==> src/rtl/pt_pkg.sv <==
// Shared constants and helpers for the platform scroller: game-state code,
// LFSR polynomial, default play-field geometry.
package pt_pkg;

  localparam logic [1:0]  ST_PLAY      = 2'd2;
  localparam logic [15:0] LFSR_MASK    = 16'hB400;
  localparam int          SCREEN_H_DEF = 480;
  localparam int          SPACING_DEF  = 48;

  function automatic logic [15:0] lfsr_next(input logic [15:0] v);
    logic [15:0] shifted;
    shifted = v >> 1;
    if (v[0]) begin
      return shifted ^ LFSR_MASK;
    end else begin
      return shifted;
    end
  endfunction

  // Rotate right by n (taken modulo 16) via a doubled word.
  function automatic logic [15:0] rotr16(input logic [15:0] v, input int unsigned n);
    logic [31:0] dbl;
    dbl = {v, v} >> (n % 32'd16);
    return dbl[15:0];
  endfunction

endpackage

==> src/rtl/pt_scroller_if.sv <==
// Bundle between the game controller (master) and the platform scroller
// (slave): control inputs plus the packed platform view.
interface pt_scroller_if #(
  parameter int NUM_PT = 10,
  parameter int Y_W    = 9,
  parameter int X_W    = 10,
  parameter int ADV_W  = 4
);

  logic [1:0]            state;
  logic                  tick;
  logic [ADV_W-1:0]      adv;
  logic [NUM_PT*Y_W-1:0] pt_y;
  logic [NUM_PT*X_W-1:0] pt_x;
  logic [NUM_PT-1:0]     pt_vis;
  logic                  recycle_pulse;
  logic [15:0]           recycle_cnt;

  modport master (
    output state, tick, adv,
    input  pt_y, pt_x, pt_vis, recycle_pulse, recycle_cnt
  );

  modport slave (
    input  state, tick, adv,
    output pt_y, pt_x, pt_vis, recycle_pulse, recycle_cnt
  );

endinterface

==> src/rtl/pt_lfsr.sv <==
// 16-bit Galois LFSR (right shift, pt_pkg mask) with load and advance;
// a zero seed is promoted to 1 so the register can never lock up.
module pt_lfsr
  import pt_pkg::*;
(
  input  logic        clk,
  input  logic        load,
  input  logic        advance,
  input  logic [15:0] seed,
  output logic [15:0] value
);

  logic [15:0] lfsr_d;
  logic [15:0] lfsr_q;

  always_comb begin
    lfsr_d = lfsr_q;
    if (load) begin
      lfsr_d = (seed == 16'd0) ? 16'd1 : seed;
    end else if (advance) begin
      lfsr_d = lfsr_next(lfsr_q);
    end else begin
      lfsr_d = lfsr_q;
    end
  end

  always_ff @(posedge clk) begin
    lfsr_q <= lfsr_d;
  end

  assign value = lfsr_q;

endmodule

==> src/rtl/pt_scroller.sv <==
// Ring of NUM_PT platforms scrolled down on each PLAY frame tick; platforms
// falling off the bottom are re-spawned above their ring predecessor.
module pt_scroller
  import pt_pkg::*;
#(
  parameter int          NUM_PT   = 10,
  parameter int          Y_W      = 9,
  parameter int          X_W      = 10,
  parameter int          ADV_W    = 4,
  parameter int          SCREEN_H = SCREEN_H_DEF,
  parameter int          SPACING  = SPACING_DEF,
  parameter int          X_MIN    = 0,
  parameter int          X_MAX    = 559,
  parameter logic [15:0] SEED     = 16'hACE1
) (
  input logic          clk,
  input logic          rst,
  pt_scroller_if.slave bus
);

  localparam int             X_SPAN = X_MAX - X_MIN + 1;
  localparam int             YW1    = Y_W + 1;
  localparam logic [Y_W:0]   SPC_W  = YW1'(SPACING);
  localparam logic [Y_W-1:0] SCR_W  = Y_W'(SCREEN_H);

  logic        reinit_s;
  logic        step_s;
  logic [15:0] lfsr_s;

  wire [NUM_PT*Y_W-1:0] y_d;
  wire [NUM_PT*X_W-1:0] x_d;
  wire [NUM_PT-1:0]     vis_d;
  wire [NUM_PT-1:0]     off_s;
  wire [NUM_PT-1:0]     rec_s;

  logic [NUM_PT*Y_W-1:0] y_q;
  logic [NUM_PT*X_W-1:0] x_q;
  logic [NUM_PT-1:0]     vis_q;
  logic                  pulse_d, pulse_q;
  logic [15:0]           cnt_d, cnt_q;
  logic [15:0]           n_rec_s;
  logic [16:0]           cnt_sum_s;

  // Leaving PLAY (or reset) re-initialises everything and overrides a tick.
  assign reinit_s = rst || (bus.state != ST_PLAY);
  assign step_s   = !reinit_s && bus.tick;

  pt_lfsr u_lfsr (
    .clk     (clk),
    .load    (reinit_s),
    .advance (step_s),
    .seed    (SEED),
    .value   (lfsr_s)
  );

  for (genvar g = 0; g < NUM_PT; g++) begin : g_pt
    localparam int             P      = (g + NUM_PT - 1) % NUM_PT;
    localparam logic [Y_W-1:0] Y_INIT = Y_W'(SCREEN_H - g * SPACING);
    localparam logic [X_W-1:0] X_INIT = X_W'(X_MIN + ((g * 53) % X_SPAN));

    logic [Y_W-1:0] yi_s, yp_s, y_nxt_s;
    logic [X_W-1:0] xi_s, raw_s, adj_s, newx_s, x_nxt_s;
    logic [Y_W:0]   sum_s;

    assign yi_s = y_q[g*Y_W +: Y_W];
    assign yp_s = y_q[P*Y_W +: Y_W];
    assign xi_s = x_q[g*X_W +: X_W];

    assign off_s[g] = (yi_s >= SCR_W);
    assign sum_s    = {1'b0, yp_s} + YW1'(bus.adv);
    // A predecessor that is off-screen is itself waiting to recycle, so it
    // cannot anchor this platform; the platform parks and retries.
    assign rec_s[g] = off_s[g] && !off_s[P] && (sum_s >= SPC_W) && (yp_s < yi_s);

    // New x: rotated LFSR window folded once into the legal x range.
    always_comb begin
      raw_s = X_W'(rotr16(lfsr_s, g));
      if (raw_s > X_W'(X_MAX - X_MIN)) begin
        adj_s = raw_s - X_W'(X_SPAN);
      end else begin
        adj_s = raw_s;
      end
      newx_s = adj_s + X_W'(X_MIN);
    end

    // Per-platform next position: re-init, scroll, recycle or park.
    always_comb begin
      y_nxt_s = yi_s;
      x_nxt_s = xi_s;
      if (reinit_s) begin
        y_nxt_s = Y_INIT;
        x_nxt_s = X_INIT;
      end else if (step_s) begin
        if (!off_s[g]) begin
          y_nxt_s = yi_s + Y_W'(bus.adv);
        end else if (rec_s[g]) begin
          y_nxt_s = Y_W'(sum_s - SPC_W);
          x_nxt_s = newx_s;
        end else begin
          y_nxt_s = yi_s;
        end
      end else begin
        y_nxt_s = yi_s;
      end
    end

    assign y_d[g*Y_W +: Y_W] = y_nxt_s;
    assign x_d[g*X_W +: X_W] = x_nxt_s;
    assign vis_d[g]          = (y_nxt_s < SCR_W);
  end

  // Score bookkeeping: saturating recycle count and a one-cycle strobe.
  always_comb begin
    n_rec_s   = 16'($countones(rec_s));
    cnt_sum_s = {1'b0, cnt_q} + {1'b0, n_rec_s};
    cnt_d     = cnt_q;
    pulse_d   = 1'b0;
    if (reinit_s) begin
      cnt_d   = 16'd0;
      pulse_d = 1'b0;
    end else if (step_s) begin
      cnt_d   = cnt_sum_s[16] ? 16'hFFFF : cnt_sum_s[15:0];
      pulse_d = (n_rec_s != 16'd0);
    end else begin
      cnt_d   = cnt_q;
      pulse_d = 1'b0;
    end
  end

  always_ff @(posedge clk) begin
    y_q     <= y_d;
    x_q     <= x_d;
    vis_q   <= vis_d;
    pulse_q <= pulse_d;
    cnt_q   <= cnt_d;
  end

  assign bus.pt_y          = y_q;
  assign bus.pt_x          = x_q;
  assign bus.pt_vis        = vis_q;
  assign bus.recycle_pulse = pulse_q;
  assign bus.recycle_cnt   = cnt_q;

endmodule
==> src/flat_wrapper.sv <==
// flat-port wrapper written by rule: the top's interface ports become plain ports
module pt_scroller_flat import pt_pkg::*;
#(
  parameter int          NUM_PT   = 10,
  parameter int          Y_W      = 9,
  parameter int          X_W      = 10,
  parameter int          ADV_W    = 4,
  parameter int          SCREEN_H = SCREEN_H_DEF,
  parameter int          SPACING  = SPACING_DEF,
  parameter int          X_MIN    = 0,
  parameter int          X_MAX    = 559,
  parameter logic [15:0] SEED     = 16'hACE1
)
  (clk, rst, bus_state, bus_tick, bus_adv, bus_pt_y, bus_pt_x, bus_pt_vis, bus_recycle_pulse, bus_recycle_cnt);
  pt_scroller_if #(.NUM_PT(NUM_PT), .Y_W(Y_W), .X_W(X_W), .ADV_W(ADV_W)) bus_i ();
  input logic clk;
  input logic rst;
  input wire logic [$bits(bus_i.state)-1:0] bus_state;
  input wire logic [$bits(bus_i.tick)-1:0] bus_tick;
  input wire logic [$bits(bus_i.adv)-1:0] bus_adv;
  output wire logic [$bits(bus_i.pt_y)-1:0] bus_pt_y;
  output wire logic [$bits(bus_i.pt_x)-1:0] bus_pt_x;
  output wire logic [$bits(bus_i.pt_vis)-1:0] bus_pt_vis;
  output wire logic [$bits(bus_i.recycle_pulse)-1:0] bus_recycle_pulse;
  output wire logic [$bits(bus_i.recycle_cnt)-1:0] bus_recycle_cnt;
  assign bus_i.state = bus_state;
  assign bus_i.tick = bus_tick;
  assign bus_i.adv = bus_adv;
  assign bus_pt_y = bus_i.pt_y;
  assign bus_pt_x = bus_i.pt_x;
  assign bus_pt_vis = bus_i.pt_vis;
  assign bus_recycle_pulse = bus_i.recycle_pulse;
  assign bus_recycle_cnt = bus_i.recycle_cnt;
  pt_scroller #(.NUM_PT(NUM_PT), .Y_W(Y_W), .X_W(X_W), .ADV_W(ADV_W), .SCREEN_H(SCREEN_H), .SPACING(SPACING), .X_MIN(X_MIN), .X_MAX(X_MAX), .SEED(SEED)) u_core (.clk(clk), .rst(rst), .bus(bus_i));
endmodule
==> config.mk <==
export PLATFORM = sky130hd
export DESIGN_NAME = pt_scroller_flat
export DESIGN_NICKNAME = d
export VERILOG_FILES = /design/src/rtl/pt_pkg.sv /design/src/rtl/pt_scroller_if.sv /design/src/rtl/pt_lfsr.sv /design/src/rtl/pt_scroller.sv /design/src/flat_wrapper.sv
export SDC_FILE = /design/constraint.sdc
export NUM_CORES = 1
export LEC_CHECK = 0
export BUFFER_PORTS_ARGS = -buffer_cell sky130_fd_sc_hd__buf_2
export CORE_MARGIN = 2
export CORE_UTILIZATION = 53
export CTS_CLUSTER_DIAMETER = 30
export CTS_CLUSTER_SIZE = 14
export DETAILED_ROUTE_END_ITERATION = 16
export HOLD_SLACK_MARGIN = 0.12
export PLACE_DENSITY_LB_ADDON = 0.2
export SLEW_MARGIN = 20
export SYNTH_ARGS = -nofsm -noshare
export SYNTH_HDL_FRONTEND = slang
export SYNTH_SLANG_ARGS = --single-unit
==> constraint.sdc <==
create_clock -name clk -period 7.4 [get_ports clk]
set_clock_uncertainty 0.2 [all_clocks]
set_input_delay 0.37 -clock clk [delete_from_list [all_inputs] [get_ports clk]]
set_output_delay 0.37 -clock clk [all_outputs]
set_load 0.03 [all_outputs]
# [Word-level counts from Yosys, hierarchy flattened]
# Cells that the tools add are included.
[op_classes] muxes=52 order_cmp=50 n_bitwise=2 n_eq_ne=1 add_sub_neg=50 reduce_logical=55
[op_table] op="$mux W9" n=40
[op_table] op="$add A9 B4 Y10" n=10
[op_table] op="$ge A10 B6 Y1 const B" n=10
[op_table] op="$gt A10 B10 Y1 const B" n=10
[op_table] op="$mux W10" n=10
[op_table] op="$sub A10 B10 Y10 const B" n=10
[op_table] op="$add A9 B4 Y9" n=10
[op_table] op="$ge A9 B9 Y1 const B" n=10
[op_table] op="$lt A9 B9 Y1" n=10
[op_table] op="$lt A9 B9 Y1 const B" n=10
[op_table] op="$sub A9 B6 Y9 const B" n=10
[op_table] op="$add A16 B16 Y16" n=4
[op_table] op="$mux W16" n=2
[op_table] op="$logic_and A1 B1 Y1" n=31
[op_table] op="$reduce_and A3 Y1" n=10
[op_table] op="$add A16 B16 Y17" n=1
[op_table] op="$reduce_bool A16 Y1" n=1
[op_table] op="$logic_not A1 Y1" n=11
[op_table] op="$add A1 B1 Y2" n=5
[op_table] op="$not A3 Y4" n=1
[op_table] op="$ne A2 B2 Y1 const B" n=1
[op_table] op="$reduce_or A2 Y1" n=1
[op_table] op="$logic_or A1 B1 Y1" n=1
[op_table] op="$not A1 Y1" n=1
[word_totals] input_bits=9 regBits=233

# [Longest topological paths before layout]
[depth] word_depth=11 depth_mapped=32 ltp_nobuf=31

# [Cells and area by module]
# From an unflattened synthesis, not the netlist that was laid out.
[unflattened] cells_unflattened=1985 area_unflattened_um2=17017.6
[modules_own_cells] mod="pt_scroller" seq_area_each_um2=4344.2 cells_per_inst=1937 area_per_inst_um2=16258.1 n_inst=1
[modules_own_cells] mod="pt_lfsr" seq_area_each_um2=480.5 cells_per_inst=48 area_per_inst_um2=759.5 n_inst=1

# [Worst setup path before layout]
# Ideal clock, no wire load.
[synth_timing] path_type="reg-to-reg" startpoint="register u_core.y_q[18] (netlist: u_core.bus.pt_y[18])" endpoint="register u_core.cnt_q[10] (netlist: u_core.bus.recycle_cnt[10])" period_less_slack_ns=7.226 required_time_ns=7.130 path_slack_ns=0.174 path_stages_with_launch=30 n_path_buf=2 setup_ns=0.070 t_arrival_ns=6.956 path_cell_list="dfxtp_1 -> ha_1 -> inv_1 -> fa_1 -> nand2b_1 -> a21oi_1 -> nor2_1 -> ha_1 -> nand4b_1 -> o32a_1 -> o21ai_1 -> inv_1 -> ha_1 -> inv_1 -> fa_1 -> inv_1 -> fa_1 -> inv_1 -> fa_1 -> fa_1 -> fa_1 -> nor2b_1 -> o21ai_0 -> nand2b_1 -> nand2_1 -> or3_1 -> clkbuf_1 -> or2_2 -> clkbuf_1 -> a21oi_1"
[synth_via] elab_chain_cells=11 word_cells_on_any_way=18 classes_between="add/sub: 6; order compare: 4; mux: 1; reduce/logical: 7"
[synth_lines] item="start, declared" line_no="pt_scroller.sv:36" source="logic [NUM_PT*Y_W-1:0] y_q;"
[synth_lines] item="start signal, assigned" line_no="pt_scroller.sv:131" source="y_q <= y_d;"
[synth_lines] item="branches (longest 5 deep; another with $add A9 B4 Y10)"
[synth_lines] item="$add A1 B1 Y2 (implied by the code) (*)" line_no="pt_scroller.sv:114" source="n_rec_s = 16'($countones(rec_s));"
[synth_lines] item="$add A16 B16 Y16 (implied by the code) (*) (3 in series)" line_no="pt_scroller.sv:114"
[synth_lines] item="$add A16 B16 Y17 (*)" line_no="pt_scroller.sv:115" source="cnt_sum_s = {1'b0, cnt_q} + {1'b0, n_rec_s};"
[synth_lines] item="$mux W16 (*)" line_no="pt_scroller.sv:122" source="cnt_d = cnt_sum_s[16] ? 16'hFFFF : cnt_sum_s[15:0];"
[synth_lines] item="end signal, assigned" line_no="pt_scroller.sv:135" source="cnt_q <= cnt_d;"
[synth_lines] item="end, declared" line_no="pt_scroller.sv:40" source="logic [15:0] cnt_d, cnt_q;"
# Every way passes the cells marked *.
# A chain may end at the register's enable or synchronous reset.

# [Final worst setup path]
[layout_timing] startpoint="register u_core.y_q[36] (netlist: u_core.bus.pt_y[36])" endpoint="register u_core.cnt_q[10] (netlist: u_core.bus.recycle_cnt[10])"
# Same word-level chain as after synthesis.

==> summary.md <==
| Metric | Value |
|---|---|
| Post-DP HPWL | 38.7 mm |
| Unrepaired setup endpoints after global routing | false |
| Synth warnings | 0 |
| Reg2reg path depth | 24 |
| Post-synth EDFFs | 0 |
| Min Tclk post-route | 7.11 ns |
| Vias | 16400 |
| Final setup vio count | 0 |
| Async set or reset register ratio after synthesis | 0% |
| Drt pass-1 iters | 6 |
| IO Pins | 226 |
| Worst vdd ir | 213 uV |
| Adder-cell share of the synthesized area | 15.9% |
| Buffer depth of the longest clock path | 3 |
| # port buffers | 225 |
| Synth Area in Compound Gates | 24.7% |
| Routed Antenna Nets | 0 |
| Row cnt | 64 |
| Most frequent cell on the critical path | fa_1 |
| Commonest non-fill, non-tap cell in the layout | dfxtp_1 |
| CTS HTree Levels | 2 |
| Max Slew Vio Count | 0 |
| CP arrival | 7.40 ns |
| Synth area leaders | dfxtp_1 28%, ha_1 14%, xnor2_1 6.0% |
| DRC | 0 |
| Clock transition at path regs | 0.05 ns |
| Mean Syn Cell Area | 8.23 sq um |
| CTS tree | yes |
| Worst path required time | 7.68 ns |
| Vias in the first global route | 16000 |
| Fin crit share | 96.1% |
| Gate Count Post-Synth | 2006 |
| Delay of the slowest critical-path stage | 0.58 ns |
| Fillers | 2573 |
| Postcts setup bufs | 0 |
| Largest net degree at the start of global routing | 70 |
| Yosys reg bits | 233 |
| Main synth FF type | dfxtp_1 |
| Worst path cell trace | ha_1, fa_1, a21o_1, a21oi_1, xnor2_1, ha_1, or4b_1, o21a_1, ha_1, inv_1, fa_1, inv_1, fa_1, inv_1, fa_1, fa_1, fa_1, nor2b_1, o21ai_0, nand2b_1, nand2_1, or3_1, or2_2, a21oi_1 |
| Static Leakage | 8.72 nW |
| Max Fanout on Critical Path | 10 |
| Run status | finished clean |
| Synth top area share | 28.3% |
| Critical path class | reg2reg |
| Main combinational cell family by area after synthesis | compound AO/OA/AOI/OAI gates |
| Grt met2 use | 52.1% |
| Relative slew slack | 35.3% |
| Latest clock arrival within the worst-skew pair | 0.57 ns |
| Final TNS setup | 0 ns |
| Antenna violations before repair | 0 |
| Area grow syn2layout | 22.6% |
| CP max-delay cell | or4b_1 |
| Pwr/cell area | 217 nW/um^2 |
| Die area | 32600 sq um |
| Final net count | 2447 |
| Die width | 180 um |
| Share of layout cells above drive strength 1 | 17.8% |
| Busiest grt layer | met2 |
| Syn nets | 2215 |
| Least-Margin Pin Slew | 0.966 ns |
| Synth Area in XOR/XNOR | 7.11% |
| Worst Setup End Kind | flip-flop |
| CORE AREA | 30600 sq um |
| Synth area leader | dfxtp_1 |
| Most frequent cells in the layout | 233 x dfxtp_1, 224 x buf_2, 183 x ha_1 |
| Worst hold path type | in2reg |
| Total CTS buffers | 59 |
| Final Hold Fails | 0 |
| Max cap viols | 0 |
| Global route overflow | 0 |
| Cell count of the worst hold path | 4 |
| Worst hold margin | 0.201 ns |
| Fmax achieved | 0.141 GHz |
| DRT iter0 DRCs | 1575 |
| Synthesized area | 16500 sq um |
| Die Ht | 180 um |
| CTS Sinks | 233 |
| Initial Util | 54.0% |
| Mux cell area share after synthesis | 1.70% |
| GR Util met3 | 5.38% |
| Post-Synth Simple-Gate Area | 16.6% |
| Met1 Use GR | 40.4% |
| Startpoint Class | flip-flop |
| GRT Overall Usage | 31.5% |
| Placer Congestion | 0.916 |
| Distinct cell type count after synthesis | 90 |
| Via density | 6.13 |
| Total Routed Length | 53.2 mm |
| WL per Instance | 19.8 um |
| Seq/Total Area, Yosys | 28.3% |
| First-pass GRT wire length | 84.8 mm |
| Root buffer cell | clkbuf_16 |
==> path summary, 6_finish.rpt <==
check	from	to	slack, ns
setup / recovery	u_core.bus.pt_y[36]	u_core.bus.recycle_cnt[10]	0.29
setup reg to reg	u_core.bus.pt_y[36]	u_core.bus.recycle_cnt[10]	0.29
hold / removal	bus_adv[0]	u_core.bus.pt_y[9]	0.20
hold reg to reg	u_core.bus.pt_x[48]	u_core.bus.pt_x[48]	0.26
==> kinds of logic after synthesis <==
kind of cell,after synthesis
AO/OA/AOI/OAI,610
flip-flops,233
AND/OR/NAND/NOR,567
buffers and inverters,234
multiplexers,28
XOR/XNOR,134
adder cells (fa/ha/maj),200
==> timing repair <==
action                     CTS  global route
hold endpoints to repair     5             0
hold buffers                 1             0
gates resized for setup      0             6
setup endpoints to repair    0            10
==> flip-flops by register name, summed over array words and instances, names as in the netlist <==
name / flops
u_core.u_lfsr.value: 16
u_core.bus.pt_x: 100
u_core.bus.recycle_pulse: 1
u_core.bus.pt_vis: 10
u_core.bus.pt_y: 90
u_core.bus.recycle_cnt: 16
==> metrics by stage <==
stage	util [%]	power, W	std cells	instance area, sq um	worst slack, ns
global placement	58.9	0.00161	2572	18000	0.175
floorplan	-	0.00152	2006	16500	0.174
finish	66.2	0.00440	2682	20200	0.287
CTS	66.1	0.00441	2681	20200	0.292
global route	66.2	0.00451	2681	20200	0.000153
detailed placement	58.9	0.00161	2572	18000	0.109
==> worst max-delay path, delay by kind of cell (launching register included) <==
family,cells,cell delay [ns]
compound gates,5,0.98
simple gates,6,1.60
fa+ha+maj,9,3.64
buf+inv,3,0.19
xor+xnor,1,0.12
flops,1,0.34
==> power breakdown <==
| group | leakage (nW) | internal, W | switching [W] |
|---|---|---|---|
| combinational | 5.76 | 0.000110 | 0.000198 |
| clock | 1.07 | 0.00200 | 0.000805 |
| sequential | 1.88 | 0.00127 | 0.0000208 |
| total | 8.72 | 0.00338 | 0.00102 |
==> cell usage after synthesis (9+ instances only) <==
library cell and number:
nand2_1 129, buf_2 18, and2_1 15, nor2_1 164, nor3_1 59, fa_1 17, o32ai_1 9, a311oi_1 11
nor4_1 12, o22ai_1 16, a211oi_1 56, a21o_1 38, o21a_1 10, a22oi_1 35, o21ai_0 117, ha_1 183
a31oi_1 18, o211ai_1 22, dfxtp_1 233, mux2i_1 28, xnor2_1 114, a221oi_1 10, a22o_1 10, a21oi_1 159
clkbuf_1 64, nand2b_1 22, or3_1 9, xor2_1 20, o31ai_1 11, nand4_1 25, nor2b_1 18, a211o_1 9
nand3_1 65, inv_1 133
==> layout make-up <==
| class | count | area (sq um) | area share, % |
|---|---|---|---|
| tap | 396 | 495 | 2.45 |
| timing repair buffer | 264 | 1420 | 7.03 |
| sequential | 233 | 4660 | 23.0 |
| antenna | 1 | 2.50 | 0.0124 |
| multi-input combinational | 1539 | 10900 | 54.1 |
| clock inverter | 37 | 556 | 2.74 |
| inverter | 141 | 529 | 2.61 |
| clock buffer | 71 | 1620 | 8.02 |
==> routing by layer <==
layer	wire length (um)	up-vias
met2	25000	737
met1	22500	7760
met4	1960	0
met3	3780	151
li1	-	7795
met5	0	-
Note: power is estimated with default switching activity, not from simulation.
